[config.mk]
export PLATFORM = sky130hd
export DESIGN_NAME = dvtb_test_monitor_flat
export DESIGN_NICKNAME = d
export VERILOG_FILES = /design/src/rtl/dvtb_test_pkg.sv /design/src/rtl/dvtb_test_monitor_if.sv /design/src/rtl/dvtb_sat_counter.sv /design/src/rtl/dvtb_test_monitor.sv /design/src/flat_wrapper.sv
export SDC_FILE = /design/constraint.sdc
export NUM_CORES = 1
export LEC_CHECK = 0
export CAP_MARGIN = 20
export CORE_MARGIN = 4
export CORE_UTILIZATION = 51
export DETAILED_ROUTE_END_ITERATION = 16
export PLACE_DENSITY = 0.76
export SETUP_SLACK_MARGIN = 0.15
export SYNTH_ARGS = -nofsm -noshare
export SYNTH_HDL_FRONTEND = slang
export SYNTH_SLANG_ARGS = --single-unit
[constraint.sdc]
create_clock -name clk -period 2.5 [get_ports clk]
set_input_delay 0.5 -clock clk [delete_from_list [all_inputs] [get_ports clk]]
set_output_delay 0.5 -clock clk [all_outputs]
set_load 0.02 [all_outputs]
[src/rtl/dvtb_test_pkg.sv]
// dvtb_test_pkg: shared FSM states, verdict record and width helper for the end-of-test monitor
package dvtb_test_pkg;
  typedef enum logic [1:0] {ST_IDLE, ST_RUN, ST_DRAIN, ST_DONE} dvtb_test_state_e;
  typedef struct packed {logic pass; logic fail; logic timeout; logic stall;} dvtb_verdict_t;
  function automatic int idx_w(input int n);
    return n > 1 ? $clog2(n) : 1;
  endfunction
endpackage

[src/rtl/dvtb_test_monitor_if.sv]
// dvtb_test_monitor_if: channel stimulus from the bench and verdict/status back from the monitor
interface dvtb_test_monitor_if #(parameter int N_CH = 4, parameter int CNT_W = 64, parameter int IDX_W = 2);
  import dvtb_test_pkg::*;
  logic start;
  logic [N_CH-1:0] ch_enable;
  logic [N_CH-1:0] test_end;
  logic [N_CH-1:0] test_fail;
  logic activity;
  dvtb_test_state_e state;
  logic done;
  logic pass;
  logic fail;
  logic timeout;
  logic stall;
  logic [N_CH-1:0] fail_mask;
  logic [IDX_W-1:0] first_fail_idx;
  logic [CNT_W-1:0] cycles;
  logic finish_req;
  modport master(output start, ch_enable, test_end, test_fail, activity,
                 input state, done, pass, fail, timeout, stall, fail_mask, first_fail_idx, cycles, finish_req);
  modport slave(input start, ch_enable, test_end, test_fail, activity,
                output state, done, pass, fail, timeout, stall, fail_mask, first_fail_idx, cycles, finish_req);
endinterface

[src/rtl/dvtb_sat_counter.sv]
// dvtb_sat_counter: clearable up-counter that sticks at all-ones instead of wrapping
module dvtb_sat_counter #(parameter int W = 8) (
  input  logic         clk,
  input  logic         rstn,
  input  logic         clr,
  input  logic         inc,
  output logic [W-1:0] q
);
  always_ff @(posedge clk or negedge rstn)
    if (!rstn) q <= '0;
    else if (clr) q <= '0;
    else if (inc && !(&q)) q <= q + 1'b1;
endmodule

[src/rtl/dvtb_test_monitor.sv]
// dvtb_test_monitor: sticky per-channel end/fail tracking, timeout/stall watchdogs, drain window and verdict
module dvtb_test_monitor import dvtb_test_pkg::*; #(
  parameter int N_CH         = 4,
  parameter int END_ANY      = 0,
  parameter int TIMEOUT      = 0,
  parameter int STALL_LIMIT  = 0,
  parameter int DRAIN_CYCLES = 200,
  parameter int CNT_W        = 64,
  parameter int IDX_W        = idx_w(N_CH)
) (
  input logic clk,
  input logic rstn,
  dvtb_test_monitor_if.slave mon
);
  localparam int DW = $clog2(DRAIN_CYCLES) + 1;
  dvtb_test_state_e st, st_nxt;
  dvtb_verdict_t vd;
  logic [N_CH-1:0] end_latch, fmask, new_fail, fail_nxt;
  logic [CNT_W-1:0] to_cnt, st_cnt;
  logic [DW-1:0] dr_cnt;
  logic [IDX_W-1:0] ffi;
  logic in_run, sampling, end_cond, to_hit, st_hit, drain_done, fin, any_fail;
  function automatic logic [IDX_W-1:0] lowest(input logic [N_CH-1:0] v);
    lowest = '0;
    for (int i = N_CH - 1; i >= 0; i--) if (v[i]) lowest = IDX_W'(i);
  endfunction
  assign in_run     = st == ST_RUN;
  assign sampling   = in_run || st == ST_DRAIN;
  assign new_fail   = sampling ? mon.test_fail & mon.ch_enable & ~fmask : '0;
  assign fail_nxt   = fmask | new_fail;
  assign end_cond   = END_ANY != 0 ? |end_latch : (|mon.ch_enable && &(end_latch | ~mon.ch_enable));
  assign to_hit     = in_run && TIMEOUT != 0 && to_cnt == CNT_W'(TIMEOUT - 1);
  assign st_hit     = in_run && STALL_LIMIT != 0 && !mon.activity && st_cnt == CNT_W'(STALL_LIMIT - 1);
  assign drain_done = st == ST_DRAIN && dr_cnt == DW'(DRAIN_CYCLES - 1);
  // a fail sampled on the last DRAIN cycle still lands in the verdict
  assign any_fail   = |fail_nxt || vd.timeout || vd.stall;
  dvtb_sat_counter #(CNT_W) u_cyc (.clk, .rstn, .clr(1'b0), .inc(sampling), .q(mon.cycles));
  dvtb_sat_counter #(CNT_W) u_to (.clk, .rstn, .clr(1'b0), .inc(in_run), .q(to_cnt));
  dvtb_sat_counter #(CNT_W) u_st (.clk, .rstn, .clr(mon.activity), .inc(in_run), .q(st_cnt));
  dvtb_sat_counter #(DW) u_dr (.clk, .rstn, .clr(st != ST_DRAIN), .inc(1'b1), .q(dr_cnt));
  always_comb begin
    st_nxt = (st == ST_IDLE && mon.start) ? ST_RUN :
             (in_run && (end_cond || to_hit || st_hit)) ? ST_DRAIN :
             drain_done ? ST_DONE : st;
  end
  always_ff @(posedge clk or negedge rstn)
    if (!rstn) begin
      st        <= ST_IDLE;
      vd        <= '0;
      end_latch <= '0;
      fmask     <= '0;
      ffi       <= '0;
      fin       <= 1'b0;
    end else begin
      st    <= st_nxt;
      fmask <= fail_nxt;
      fin   <= drain_done;
      if (sampling) end_latch <= end_latch | (mon.test_end & mon.ch_enable);
      if (fmask == '0 && new_fail != '0) ffi <= lowest(new_fail);
      if (to_hit) vd.timeout <= 1'b1;
      if (st_hit) vd.stall <= 1'b1;
      if (drain_done) begin
        vd.fail <= any_fail;
        vd.pass <= !any_fail;
      end
    end
  assign mon.state          = st;
  assign mon.done           = st == ST_DONE;
  assign mon.pass           = vd.pass;
  assign mon.fail           = vd.fail;
  assign mon.timeout        = vd.timeout;
  assign mon.stall          = vd.stall;
  assign mon.fail_mask      = fmask;
  assign mon.first_fail_idx = ffi;
  assign mon.finish_req     = fin;
endmodule

[src/flat_wrapper.sv]
// flat-port wrapper written by rule: the top's interface ports become plain ports
module dvtb_test_monitor_flat import dvtb_test_pkg::*;
#(
  parameter int N_CH         = 4,
  parameter int END_ANY      = 0,
  parameter int TIMEOUT      = 0,
  parameter int STALL_LIMIT  = 0,
  parameter int DRAIN_CYCLES = 200,
  parameter int CNT_W        = 64,
  parameter int IDX_W        = idx_w(N_CH)
)
  (clk, rstn, mon_start, mon_ch_enable, mon_test_end, mon_test_fail, mon_activity, mon_state, mon_done, mon_pass, mon_fail, mon_timeout, mon_stall, mon_fail_mask, mon_first_fail_idx, mon_cycles, mon_finish_req);
  dvtb_test_monitor_if #(.N_CH(N_CH), .CNT_W(CNT_W), .IDX_W(IDX_W)) mon_i ();
  input logic clk;
  input logic rstn;
  input wire logic [$bits(mon_i.start)-1:0] mon_start;
  input wire logic [$bits(mon_i.ch_enable)-1:0] mon_ch_enable;
  input wire logic [$bits(mon_i.test_end)-1:0] mon_test_end;
  input wire logic [$bits(mon_i.test_fail)-1:0] mon_test_fail;
  input wire logic [$bits(mon_i.activity)-1:0] mon_activity;
  output wire logic [$bits(mon_i.state)-1:0] mon_state;
  output wire logic [$bits(mon_i.done)-1:0] mon_done;
  output wire logic [$bits(mon_i.pass)-1:0] mon_pass;
  output wire logic [$bits(mon_i.fail)-1:0] mon_fail;
  output wire logic [$bits(mon_i.timeout)-1:0] mon_timeout;
  output wire logic [$bits(mon_i.stall)-1:0] mon_stall;
  output wire logic [$bits(mon_i.fail_mask)-1:0] mon_fail_mask;
  output wire logic [$bits(mon_i.first_fail_idx)-1:0] mon_first_fail_idx;
  output wire logic [$bits(mon_i.cycles)-1:0] mon_cycles;
  output wire logic [$bits(mon_i.finish_req)-1:0] mon_finish_req;
  assign mon_i.start = mon_start;
  assign mon_i.ch_enable = mon_ch_enable;
  assign mon_i.test_end = mon_test_end;
  assign mon_i.test_fail = mon_test_fail;
  assign mon_i.activity = mon_activity;
  assign mon_state = mon_i.state;
  assign mon_done = mon_i.done;
  assign mon_pass = mon_i.pass;
  assign mon_fail = mon_i.fail;
  assign mon_timeout = mon_i.timeout;
  assign mon_stall = mon_i.stall;
  assign mon_fail_mask = mon_i.fail_mask;
  assign mon_first_fail_idx = mon_i.first_fail_idx;
  assign mon_cycles = mon_i.cycles;
  assign mon_finish_req = mon_i.finish_req;
  dvtb_test_monitor #(.N_CH(N_CH), .END_ANY(END_ANY), .TIMEOUT(TIMEOUT), .STALL_LIMIT(STALL_LIMIT), .DRAIN_CYCLES(DRAIN_CYCLES), .CNT_W(CNT_W), .IDX_W(IDX_W)) u_core (.clk(clk), .rstn(rstn), .mon(mon_i));
endmodule
==> flow_summary.json <==
{
  "worstMarginPinSlew_ns": 0.781,
  "holdWs_ns": 0.123,
  "die_w_um": 101,
  "die_h_um": 101,
  "place.gp.congestion": 0.883,
  "numPortBuffers": 90,
  "drt_iter0_drc": 173,
  "tns_ns": 0,
  "io_pins": 94,
  "viasPerCell": 5.74,
  "final_cell_mix": "clkdlybuf4s50_1, dfrtp_1, xnor2_1",
  "finalCritPeriodShare": 0.894,
  "hpwlAfterDp_um": 7910,
  "rows": 33,
  "drive_above_1_share": 0.119,
  "path_buf_inv": 3,
  "synthArstFlopShare": 1.00,
  "diodes": 0,
  "sequentialPowerShare": 0.440,
  "pwr-share-comb": 0.273,
  "wl_um": 11300,
  "clock_latency_ns": 0.36,
  "maxCapViolations": 0,
  "reg2reg_slack_ns": 0.27,
  "cp_top_family": "simple AND/OR/NAND/NOR gates",
  "cts.sinks": 88,
  "yosys_warnings": 0,
  "syn_to_final_growth_pct": 31.7,
  "slowest_delay_ns": 0.41,
  "numCtsBuffers": 9,
  "grt_remaining_overflow": 0,
  "antenna_found_initial": 0,
  "vias": 3678,
  "power.switching_uw": 1170,
  "cts_root_buf": "clkbuf_8",
  "post-route-worst-setup-slack_ns": 0.266,
  "cp_slowest_cell": "dfrtp_1",
  "critPathKind": "flop to flop",
  "status": "complete, no violations",
  "clkTransAtPathRegs_ns": 0.09,
  "yosys_register_bits": 88,
  "p_int_uw": 2550,
  "p_leak_uw": 0.00248,
  "switching_share": 0.314,
  "pre_cts_ws_ns": 0.226,
  "grt_pass1_wl_um": 18100,
  "drc_errors": 0,
  "fmax_mhz": 448,
  "post-route-min-period_ns": 2.23,
  "relSlewSlack": 0.475,
  "nFillCells": 619,
  "hold_viol": 0,
  "cts_max_path_buffers": 2,
  "coreArea_mm2": 0.00834,
  "start_util": 0.530,
  "syn_area_per_cell_um2": 10.5,
  "synth_edf_count": 0,
  "drtPass1Iterations": 4,
  "slew_violations": 0,
  "startpoint_type": "flop",
  "grt_use_total": 0.221,
  "grt_pass1_vias": 3618,
  "arrival_ns": 2.48,
  "path_cells": "inv_1 -> ha_4 -> inv_2 -> nor3_4 -> nand4_1 -> a311oi_2 -> buf_4 -> nand3_1 -> xnor2_1",
  "ys_types": 47,
  "clockPowerShare": 0.287,
  "die_area_mm2": 0.0102,
  "power.total_uw": 3720,
  "skew_ns": 0.00871,
  "tritoncts": "built",
  "crit_fanout": 7,
  "ir_drop_uv": 290,
  "drtAntennaViolNets": 0,
  "synthesis.instances": 420,
  "rsz0062_at_grt": "no",
  "synth_ff_type": "dfrtp_1",
  "synth_area_mm2": 0.00442,
  "grt_max_degree": 50,
  "cts_max_level": 3,
  "final_common_cell": "clkdlybuf4s50_1",
  "setup_viol": 0,
  "cp-end-kind": "flop",
  "seq_area_frac_synth": 0.498,
  "layout.nets": 554,
  "powerDensity_mw_per_mm2": 638,
  "worstHoldPathType": "input pin to asynchronous set/reset pin",
  "crit_required_ns": 2.74,
  "wl_per_cell_um": 17.6
}
[through the flow]
step	instances	utilization	area [um2]
final	641	0.698	5820
after global routing	641	0.698	5820
after CTS	635	0.689	5750
after detailed placement	619	0.664	5530
after global placement	619	0.664	5530
after floorplan	421	-	4430
[cell type report]
class,count,area (um2),share of cell area
clock inverters,5,81.3,0.0140
inverters,11,41.3,0.00709
repair buffers,115,1110,0.191
flip-flops and latches,88,2200,0.379
multi-input cells,306,2120,0.364
well taps,105,131,0.0226
clock buffers,11,131,0.0226
[power groups by stage]
stage	registers [uW]	clock network, uW	logic, uW
2_1_floorplan	1740	0	433
3_3_place_gp	1650	0	897
3_5_place_dp	1670	0	925
4_1_cts	1640	1090	932
5_1_grt	1650	1150	1100
6_report	1630	1070	1020
[state kept, by name (all words and copies together) (netlist names)]
register,cells
u_core.u_cyc.q,64
u_core.u_dr.q,9
u_core.end_latch,4
u_core.mon.fail_mask,4
u_core.mon.first_fail_idx,2
u_core.mon.state,2
u_core.mon.fail,1
u_core.mon.finish_req,1
u_core.mon.pass,1
[cell usage after synthesis (all sizes together) (2+ instances only)]
| master | instances | area share |
|---|---|---|
| a31oi | 3 | 0.0042 |
| clkbuf | 7 | 0.0062 |
| nor4 | 5 | 0.0085 |
| inv | 11 | 0.0093 |
| nor3 | 20 | 0.033 |
| o22ai | 4 | 0.0057 |
| nand2 | 22 | 0.019 |
| a31o | 4 | 0.0079 |
| nand4b | 3 | 0.0059 |
| a22o | 2 | 0.0040 |
| nand3 | 42 | 0.048 |
| and2 | 13 | 0.018 |
| and3 | 18 | 0.025 |
| ha | 7 | 0.020 |
| dfrtp | 88 | 0.50 |
| nand2b | 4 | 0.0057 |
| o21ai | 4 | 0.0045 |
| nor2 | 19 | 0.016 |
| nor2b | 4 | 0.0057 |
| a21oi | 6 | 0.0068 |
| xor2 | 17 | 0.034 |
| xnor2 | 52 | 0.10 |
| nand4 | 36 | 0.056 |
| buf | 9 | 0.014 |
| mux2i | 3 | 0.0068 |
| and4 | 5 | 0.0099 |
[worst paths after layout]
path	start	to	depth (start not counted)
min reg2reg	u_core.end_latch[2]	u_core.end_latch[2]	1
max reg2reg	u_core.mon.state[0]	u_core.u_cyc.q[37]	9
max in group asynchronous	rstn	u_core.u_cyc.q[34]	2
min in group clk	u_core.end_latch[2]	u_core.end_latch[2]	1
max	u_core.mon.state[0]	u_core.u_cyc.q[37]	9
min	rstn	u_core.mon.fail_mask[0]	1
[per-layer routing]
| layer | part of all wire | routed length, um | GRT usage |
|---|---|---|---|
| met3 | 0.059 | 670 | 0.0360 |
| met4 | 0.012 | 132 | 0.0562 |
| met2 | 0.49 | 5500 | 0.366 |
| met1 | 0.44 | 4990 | 0.304 |
| met5 | 0 | 0 | 0 |
[cells by family after synthesis]
kind of cell,Yosys count,share of synthesized area
buffers and inverters,27,0.0294
flip-flops,88,0.498
other,1,0.000848
AO/OA/AOI/OAI,29,0.0467
multiplexers,4,0.00934
AND/OR/NAND/NOR,195,0.259
adder cells (fa/ha/maj),7,0.0198
XOR/XNOR,69,0.137
[timing repair]
action | 4_1_cts | 5_1_grt
setup endpoints to repair | 0 | 15
setup buffers | 0 | 5
gates resized for setup | 0 | 9
hold buffers | 0 | 0
(Power assumes the default switching activity.)
